**src/rtl/mem_lsu.sv**
```systemverilog
// mem_lsu: MEM-stage load/store unit. It runs one data-bus transaction at a
// time over a req/ack handshake, steers byte lanes for stores, and extracts
// and extends load data. Non-memory ops pass straight through to mem/wb.
module mem_lsu #(
   parameter int TIMEOUT_CYCLES = 16,
   parameter int CNT_W          = 5
) (
   input  logic        clk,
   input  logic        rst,
   input  logic [4:0]  wd_i,
   input  logic        wreg_i,
   input  logic [31:0] wdata_i,
   input  logic [7:0]  aluop_i,
   input  logic [31:0] mem_addr_i,
   input  logic [31:0] reg2_i,
   output logic [4:0]  wd_o,
   output logic        wreg_o,
   output logic [31:0] wdata_o,
   output logic        stall_req_o,
   output logic        misalign_o,
   output logic        bus_err_o,
   output logic        mem_req_o,
   output logic        mem_we_o,
   output logic [31:0] mem_addr_o,
   output logic [3:0]  mem_sel_o,
   output logic [31:0] mem_wdata_o,
   input  logic        mem_ack_i,
   input  logic [31:0] mem_rdata_i
);

   // Memory-op encodings on the ALU op bus
   localparam logic [7:0] EXE_LB  = 8'b1110_0000;
   localparam logic [7:0] EXE_LH  = 8'b1110_0001;
   localparam logic [7:0] EXE_LW  = 8'b1110_0011;
   localparam logic [7:0] EXE_LBU = 8'b1110_0100;
   localparam logic [7:0] EXE_LHU = 8'b1110_0101;
   localparam logic [7:0] EXE_SB  = 8'b1110_1000;
   localparam logic [7:0] EXE_SH  = 8'b1110_1001;
   localparam logic [7:0] EXE_SW  = 8'b1110_1011;

   localparam logic [CNT_W-1:0] CNT_LAST = CNT_W'(TIMEOUT_CYCLES - 1);

   typedef enum logic [1:0] {
      S_IDLE = 2'd0,
      S_BUS  = 2'd1,
      S_DONE = 2'd2
   } state_t;

   state_t           state_reg;
   logic [7:0]       op_reg;
   logic [1:0]       off_reg;
   logic             store_reg;
   logic [31:0]      cap_reg;
   logic [CNT_W-1:0] cnt_reg;

   logic        is_load;
   logic        is_store;
   logic        is_half;
   logic        is_word;
   logic        misaligned;
   logic        mem_op;
   logic [3:0]  sel_next;
   logic [31:0] lane_wdata;
   logic [7:0]  cap_byte [4];
   logic [7:0]  byte_val;
   logic [15:0] half_val;
   logic [31:0] load_ext;

   // Decode the incoming op into direction and access size
   always_comb begin
      is_load  = 1'b0;
      is_store = 1'b0;
      is_half  = 1'b0;
      is_word  = 1'b0;
      case (aluop_i)
         EXE_LB, EXE_LBU: is_load = 1'b1;
         EXE_LH, EXE_LHU: begin is_load = 1'b1; is_half = 1'b1; end
         EXE_LW:          begin is_load = 1'b1; is_word = 1'b1; end
         EXE_SB:          is_store = 1'b1;
         EXE_SH:          begin is_store = 1'b1; is_half = 1'b1; end
         EXE_SW:          begin is_store = 1'b1; is_word = 1'b1; end
         default:         ;
      endcase
   end

   assign misaligned = (is_load | is_store) &
                       ((is_half & mem_addr_i[0]) | (is_word & (mem_addr_i[1:0] != 2'b00)));
   assign mem_op     = (is_load | is_store) & ~misaligned;

   // Byte-lane enables and lane-replicated store data for the bus request
   always_comb begin
      if (is_word) begin
         sel_next   = 4'b1111;
         lane_wdata = reg2_i;
      end else if (is_half) begin
         sel_next   = mem_addr_i[1] ? 4'b1100 : 4'b0011;
         lane_wdata = {2{reg2_i[15:0]}};
      end else begin
         sel_next   = 4'b0001 << mem_addr_i[1:0];
         lane_wdata = {4{reg2_i[7:0]}};
      end
   end

   // Split the captured read word into byte lanes for offset selection
   generate
      for (genvar gi = 0; gi < 4; gi++) begin : g_cap_byte
         assign cap_byte[gi] = cap_reg[8*gi +: 8];
      end
   endgenerate

   assign byte_val = cap_byte[off_reg];
   assign half_val = off_reg[1] ? cap_reg[31:16] : cap_reg[15:0];

   // Extend captured load data according to the op latched at request time
   always_comb begin
      case (op_reg)
         EXE_LB:  load_ext = {{24{byte_val[7]}}, byte_val};
         EXE_LBU: load_ext = {24'h0, byte_val};
         EXE_LH:  load_ext = {{16{half_val[15]}}, half_val};
         EXE_LHU: load_ext = {16'h0, half_val};
         default: load_ext = cap_reg;
      endcase
   end

   // Pipeline-facing outputs: pass-through, stall, bubble and load writeback
   always_comb begin
      wd_o        = wd_i;
      wreg_o      = wreg_i;
      wdata_o     = wdata_i;
      stall_req_o = 1'b0;
      misalign_o  = 1'b0;
      if (!rst) begin
         wd_o    = 5'd0;
         wreg_o  = 1'b0;
         wdata_o = 32'd0;
      end else begin
         case (state_reg)
            S_IDLE: begin
               if (misaligned) begin
                  misalign_o = 1'b1;
                  wreg_o     = 1'b0;
               end else if (mem_op) begin
                  stall_req_o = 1'b1;
                  wreg_o      = 1'b0;
                  wdata_o     = 32'd0;
               end
            end
            S_BUS: begin
               stall_req_o = 1'b1;
               wreg_o      = 1'b0;
               wdata_o     = 32'd0;
            end
            S_DONE: begin
               if (store_reg) begin
                  wreg_o  = 1'b0;
                  wdata_o = 32'd0;
               end else begin
                  wdata_o = load_ext;
               end
            end
            default: ;
         endcase
      end
   end

   // Bus FSM: issue the request, wait for ack or timeout, then present result
   always_ff @(posedge clk or negedge rst) begin
      if (!rst) begin
         state_reg   <= S_IDLE;
         op_reg      <= 8'd0;
         off_reg     <= 2'd0;
         store_reg   <= 1'b0;
         cap_reg     <= 32'd0;
         cnt_reg     <= '0;
         bus_err_o   <= 1'b0;
         mem_req_o   <= 1'b0;
         mem_we_o    <= 1'b0;
         mem_addr_o  <= 32'd0;
         mem_sel_o   <= 4'd0;
         mem_wdata_o <= 32'd0;
      end else begin
         bus_err_o <= 1'b0;
         case (state_reg)
            S_IDLE: begin
               if (mem_op) begin
                  state_reg   <= S_BUS;
                  op_reg      <= aluop_i;
                  off_reg     <= mem_addr_i[1:0];
                  store_reg   <= is_store;
                  cnt_reg     <= '0;
                  mem_req_o   <= 1'b1;
                  mem_we_o    <= is_store;
                  mem_addr_o  <= {mem_addr_i[31:2], 2'b00};
                  mem_sel_o   <= sel_next;
                  mem_wdata_o <= lane_wdata;
               end
            end
            S_BUS: begin
               if (mem_ack_i) begin
                  cap_reg   <= mem_rdata_i;
                  mem_req_o <= 1'b0;
                  state_reg <= S_DONE;
               end else if (cnt_reg == CNT_LAST) begin
                  cap_reg   <= 32'd0;
                  mem_req_o <= 1'b0;
                  bus_err_o <= 1'b1;
                  state_reg <= S_DONE;
               end else begin
                  cnt_reg <= cnt_reg + 1'b1;
               end
            end
            S_DONE:  state_reg <= S_IDLE;
            default: state_reg <= S_IDLE;
         endcase
      end
   end

endmodule

```
**config.mk**
```make
export PLATFORM = sky130hd
export DESIGN_NAME = mem_lsu
export DESIGN_NICKNAME = d
export VERILOG_FILES = /design/src/rtl/mem_lsu.sv
export SDC_FILE = /design/constraint.sdc
export NUM_CORES = 1
export LEC_CHECK = 0
export ABC_AREA = 1
export BUFFER_PORTS_ARGS = -buffer_cell sky130_fd_sc_hd__buf_2
export CAP_MARGIN = 40
export CELL_PAD_IN_SITES_DETAIL_PLACEMENT = 1
export CELL_PAD_IN_SITES_GLOBAL_PLACEMENT = 2
export CORE_MARGIN = 4
export CORE_UTILIZATION = 28
export CTS_CLUSTER_SIZE = 24
export DETAILED_ROUTE_END_ITERATION = 16
export PLACE_DENSITY_LB_ADDON = 0.1
export SYNTH_ARGS = -nofsm -noshare
export SYNTH_HDL_FRONTEND = slang
export SYNTH_SLANG_ARGS = --single-unit
```
**constraint.sdc**
```tcl
create_clock -name clk -period 6.1 [get_ports clk]
set_clock_uncertainty 0.15 [all_clocks]
set_input_delay 0.915 -clock clk [delete_from_list [all_inputs] [get_ports clk]]
set_output_delay 0.915 -clock clk [all_outputs]
set_load 0.01 [all_outputs]
```
# --- Yosys cells after proc, flatten, opt, wreduce, memory -nomap -nowiden ---
# Cells that the tools add are included.
word_totals:
  latch_bits: 0
  mem_count: 0
  ram_bits: 0
  out_inout_bits: 111
  mem_bits_ro: 0
  register_bits: 118
classes:
  multipliers: 0
  bitwise_logic: 8
  n_shift: 1
  div: 0
  n_addsub: 1
  n_lt_le_gt_ge: 1
  n_reduce_logical: 13
  n_mux: 49
  n_eq_ne: 19
ops:
  columns: ["operator", "n"]
  rows:
  - ["two-way mux 32 bit", 8]
  - ["case mux 32 bit (4 select lines)", 1]
  - ["equality test 8 bit, second input constant", 12]
  - ["case mux 32 bit (3 select lines)", 1]
  - ["two-way mux 1 bit", 20]
  - ["two-way mux 5 bit", 4]
  - ["binary-select mux 8 bit (select 2 bit)", 1]
  - ["two-way mux 16 bit", 1]
  - ["two-way mux 8 bit", 2]
  - ["two-way mux 4 bit", 3]
  - ["case mux 5 bit (2 select lines)", 1]
  - ["two-way mux 2 bit", 3]
  - ["inequality test 2 bit, second input constant", 3]
  - ["AND reduction 2 bit", 3]
  - ["nonzero test 2 bit", 3]
  - ["OR reduction 3 bit", 2]
  - ["adder 5 x 1 -> 5 bit, second input constant", 1]
  - ["equality test 5 x 4 -> 1 bit, second input constant", 1]
  - ["OR reduction 5 bit", 1]
  - ["AND 1 bit", 4]
  - ["case mux 1 bit (2 select lines)", 2]
  - ["case mux 2 bit (2 select lines)", 1]
  - ["AND reduction 4 bit", 1]
  - ["<< shifter 1 x 2 -> 4 bit, first input constant", 1]
  - ["other kinds (11)", 12]

# --- Logic depth before layout (Yosys ltp) ---
depth:
  ltp_word: 12
  mapped_depth: 12

# --- Worst setup path before layout ---
# OpenSTA, ideal clock, no wires.
synth_timing:
  path_type: "input to output"
  from: "input port aluop_i[1]"
  to: "output port wdata_o[10]"
  slack_ps: 3052
  t_arrival_ps: 1983
  required_ps: 5035
  n_path_buf: 1
  stages: 11
  cell_sequence: "nand2_1 nor2_4 nand3_1 nand2_1 inv_2 nand2_1 nand2_1 nand2_2 buf_6 nand2_1 a21oi_1"
synth_via:
  elab_chain_len: 12
  word_cells_on_any_way: 27
  cone_classes: "eq/ne (8); mux (8); bitwise (7); reduce/logical (4)"
synth_lines:
  columns: ["element", "line_no", "rtl"]
  rows:
  - ["start, declared", "13", "input logic [7:0] aluop_i,"]
  - ["equality test 8 bit", "75", "case (aluop_i)"]
  - ["OR reduction 3 bit (no source line) / OR reduction 2 bit (equally long branches)", null, null]
  - ["two-way mux 1 bit", "75", null]
  - ["AND 1 bit", "87", "((is_half & mem_addr_i[0]) | (is_word & (mem_addr_i[1:0] != 2'b00)));"]
  - ["bitwise OR 1 bit", "87", null]
  - ["AND 1 bit", "86", "assign misaligned = (is_load | is_store) &"]
  - ["NOT 1 bit", "88", "assign mem_op = (is_load | is_store) & ~misaligned;"]
  - ["AND 1 bit", "88", null]
  - ["two-way mux 32 bit", "142", "end else if (mem_op) begin"]
  - ["two-way mux 32 bit (*)", "139", "if (misaligned) begin"]
  - ["case mux 32 bit (3 select lines) (*)", "137", "case (state_reg)"]
  - ["two-way mux 32 bit (*)", "132", "if (!rst) begin"]
  - ["end, declared", "18", "output logic [31:0] wdata_o,"]
# Every way passes the cells marked *; elsewhere a longest branch is shown, timed or not.

# --- Final worst setup path ---
layout_timing:
  from: "input port aluop_i[4]"
  to: "output port wdata_o[11]"
# Same word-level chain as after synthesis.

==> impl_metrics.env <==
export IMPL_clock_sinks=118
export IMPL_wl_met3_mm=1.437
export IMPL_core_um2=22090
export IMPL_yosys_warnings=0
export IMPL_cts_tree="built"
export IMPL_crit_type="in2out"
export IMPL_grt_max_degree=75
export IMPL_wl_met2_mm=11.76
export IMPL_wl_per_cell_um=16.67
export IMPL_worstPathRequired_ns=5.03
export IMPL_power_total_mw=2.867
export IMPL_fin_cells=1413
export IMPL_drive_gt1_frac=0.2712
export IMPL_crit_top_cell="nand2_1"
export IMPL_fmax_ghz=0.2451
export IMPL_ir_drop_uv=164.1
export IMPL_dpl_hpwl_mm=17.14
export IMPL_grt_pass1_vias=6967
export IMPL_synth_seq_cells=118
export IMPL_cp_max_fo=32
export IMPL_synth_cells=890
export IMPL_timing_final_crit_share=0.6690
export IMPL_worst_setup_path_end_kind="primary output"
export IMPL_grt_ovfl_total=0
export IMPL_setup_viol=0
export IMPL_gp_congestion=0.7690
export IMPL_placement_rows=54
export IMPL_power_density_nw_per_um2=340.2
export IMPL_clockBufferDepth=2
export IMPL_fin_crit_ns=4.081
export IMPL_synth_area_um2=6362
export IMPL_wl_mm=23.55
export IMPL_via_per_inst=4.683
export IMPL_syn_area_per_cell_um2=7.149
export IMPL_post_cts_setup_buffer_count=0
export IMPL_die_width_um=158.7
export IMPL_ys_async_sr_fraction=1.000
export IMPL_die_height_um=158.7
export IMPL_wl_met1_mm=10.19
export IMPL_dieArea_um2=25200
export IMPL_root_buffer="clkbuf_16"
export IMPL_ctsHoldBuffers=0
export IMPL_maxCapViolCount=0
export IMPL_tns_ns=0
export IMPL_synth_ff_type="dfrtp_1"
export IMPL_hold_class="reg2reg"
export IMPL_grt_first_pass_wirelength_mm=38.49
export IMPL_drtIter0Drc=309
export IMPL_initial_core_util=0.2880
export IMPL_cp_start_kind="input pin"
export IMPL_slowest_stage="nand2_2"
export IMPL_fin_util=0.3815
export IMPL_cts_resized=0
export IMPL_postRouteAntennaNets=0
export IMPL_numPortBuffers=253
export IMPL_grt_usage=0.1870
export IMPL_dr_pass1_iters=4
export IMPL_seq_area_frac_synth=0.4641
export IMPL_highest_layer="met5"
export IMPL_critPathMaxStageDelay_ns=0.53
export IMPL_clk_latency_ns=0.40
export IMPL_rsz0062_at_grt="no"
export IMPL_h_tree_depth=4
export IMPL_drc=0
export IMPL_drv_slew=0
export IMPL_clk_pin_slew_worst_paths_ns=0.05
export IMPL_hold_viol_final=0
export IMPL_io_pins=256
export IMPL_crit_chain="buf_2 > inv_1 > nand2_1 > nor2_2 > nand3_1 > nand2_1 > inv_2 > nand2_1 > nand2_1 > nand2_2 > nand2_1 > a21oi_1 > buf_2"
export IMPL_worst_pin_slew_ns=0.7874
export IMPL_vias=6617
export IMPL_power_leakage_nw=4.581
export IMPL_relSlewSlack=0.4751
export IMPL_outcome="finished, final reports clean"
export IMPL_antenna_found_initial=3
export IMPL_place_inst=1380
export IMPL_fin_nets=1266
export IMPL_synth_edff_count=0
export IMPL_syn_to_final_growth_pct=32.49
export IMPL_synth_cell_types=31
export IMPL_critical_path_arrival_ns=3.02
export IMPL_cts_buffers=17
worst max-delay path, delay by kind of cell:
family | cells | cell delay, ns
AO/OA/AOI/OAI | 1 | 0.16
AND/OR/NAND/NOR | 8 | 1.57
buffers and inverters | 4 | 0.36
cell families after synthesis:
kind of cell	synth area share
and+or+nand+nor	0.3101
DFF	0.4641
adders and majority gates	0.003933
buffers and inverters	0.08987
xor gates and xnor gates	0.001377
AOI/OAI and AO/OA	0.1300
other	0.0005894
per-layer routing:
| layer | track usage | vias up |
|---|---|---|
| li1 | - | 3322 |
| met1 | 0.2307 | 3124 |
| met2 | 0.3251 | 150 |
| met3 | 0.05962 | 15 |
| met4 | 0.03471 | 6 |
| met5 | 0 | - |
Yosys cell counts, types with 5 or more instances:
master / number / area, µm²
a21oi_1: 74 / 370.4
buf_2: 16 / 80.08
buf_4: 6 / 45.04
clkbuf_1: 22 / 82.58
dfrtp_1: 118 / 2953
inv_1: 75 / 281.5
inv_2: 5 / 18.77
nand2_1: 350 / 1314
nand3_1: 69 / 345.3
nand4_1: 21 / 131.4
nor2_1: 15 / 56.30
o21ai_0: 86 / 430.4
cell type report:
cell class              instances  area [µm²]
diodes                          1       2.502
clock buffers                  17       425.4
repair buffers                261        1350
multi-input cells             640        2841
clock inverters                15       202.7
well taps                     280       350.3
inverters                      81       304.0
flip-flops and latches        118        2953
fillers                      2851       13660
through the flow:
| stage | cell area [µm²] | hold WS [ns] | setup WS (ns) |
|---|---|---|---|
| CTS | 8427 | 0.3178 | 1.976 |
| detailed placement | 7799 | 0.3021 | 1.981 |
| floorplan | 6366 | 0.2837 | 3.052 |
| finish | 8429 | 0.3119 | 2.019 |
| global route | 8427 | 0.3351 | 1.634 |
| global placement | 7766 | 0.3010 | 2.022 |
where the power goes:
part           total (mW)  internal (mW)  switching (mW)
Combinational       0.681          0.254           0.426
Clock                1.07          0.687           0.384
Sequential           1.12          0.987           0.129
cells in the final DEF, fill, tap and decap left out, drive strengths merged:
cell      instances
a31o              1
o211ai            1
xor2              1
bufinv            4
clkinv            7
buf             261
or2               4
ha                2
nor3              3
conb              2
nand2           351
nor3b             1
and3              1
nand4            21
clkinvlp          2
o21ai            88
inv              83
dfrtp           118
a21oi            74
diode             1
nor2             18
nand3            72
clkbuf           17
path summary, 6_finish.rpt:
path	endpoint	cells past startpoint	start	slack, ns
setup / recovery	wdata_o[11]	13	aluop_i[4]	2.02
hold / removal	op_reg[4]$_DFFE_PN0P_	2	op_reg[4]$_DFFE_PN0P_	0.31
setup reg to reg	cnt_reg[3]$_DFFE_PN0P_	6	state_reg[1]$_DFFE_PN0P_	3.62
hold reg to reg	op_reg[4]$_DFFE_PN0P_	2	op_reg[4]$_DFFE_PN0P_	0.31
max in group asynchronous	mem_wdata_o[9]$_DFFE_PN0P_	2	rst	4.13
min in group asynchronous	cap_reg[11]$_DFFE_PN0P_	1	rst	0.35
Note: power is estimated with default switching activity, not from simulation.
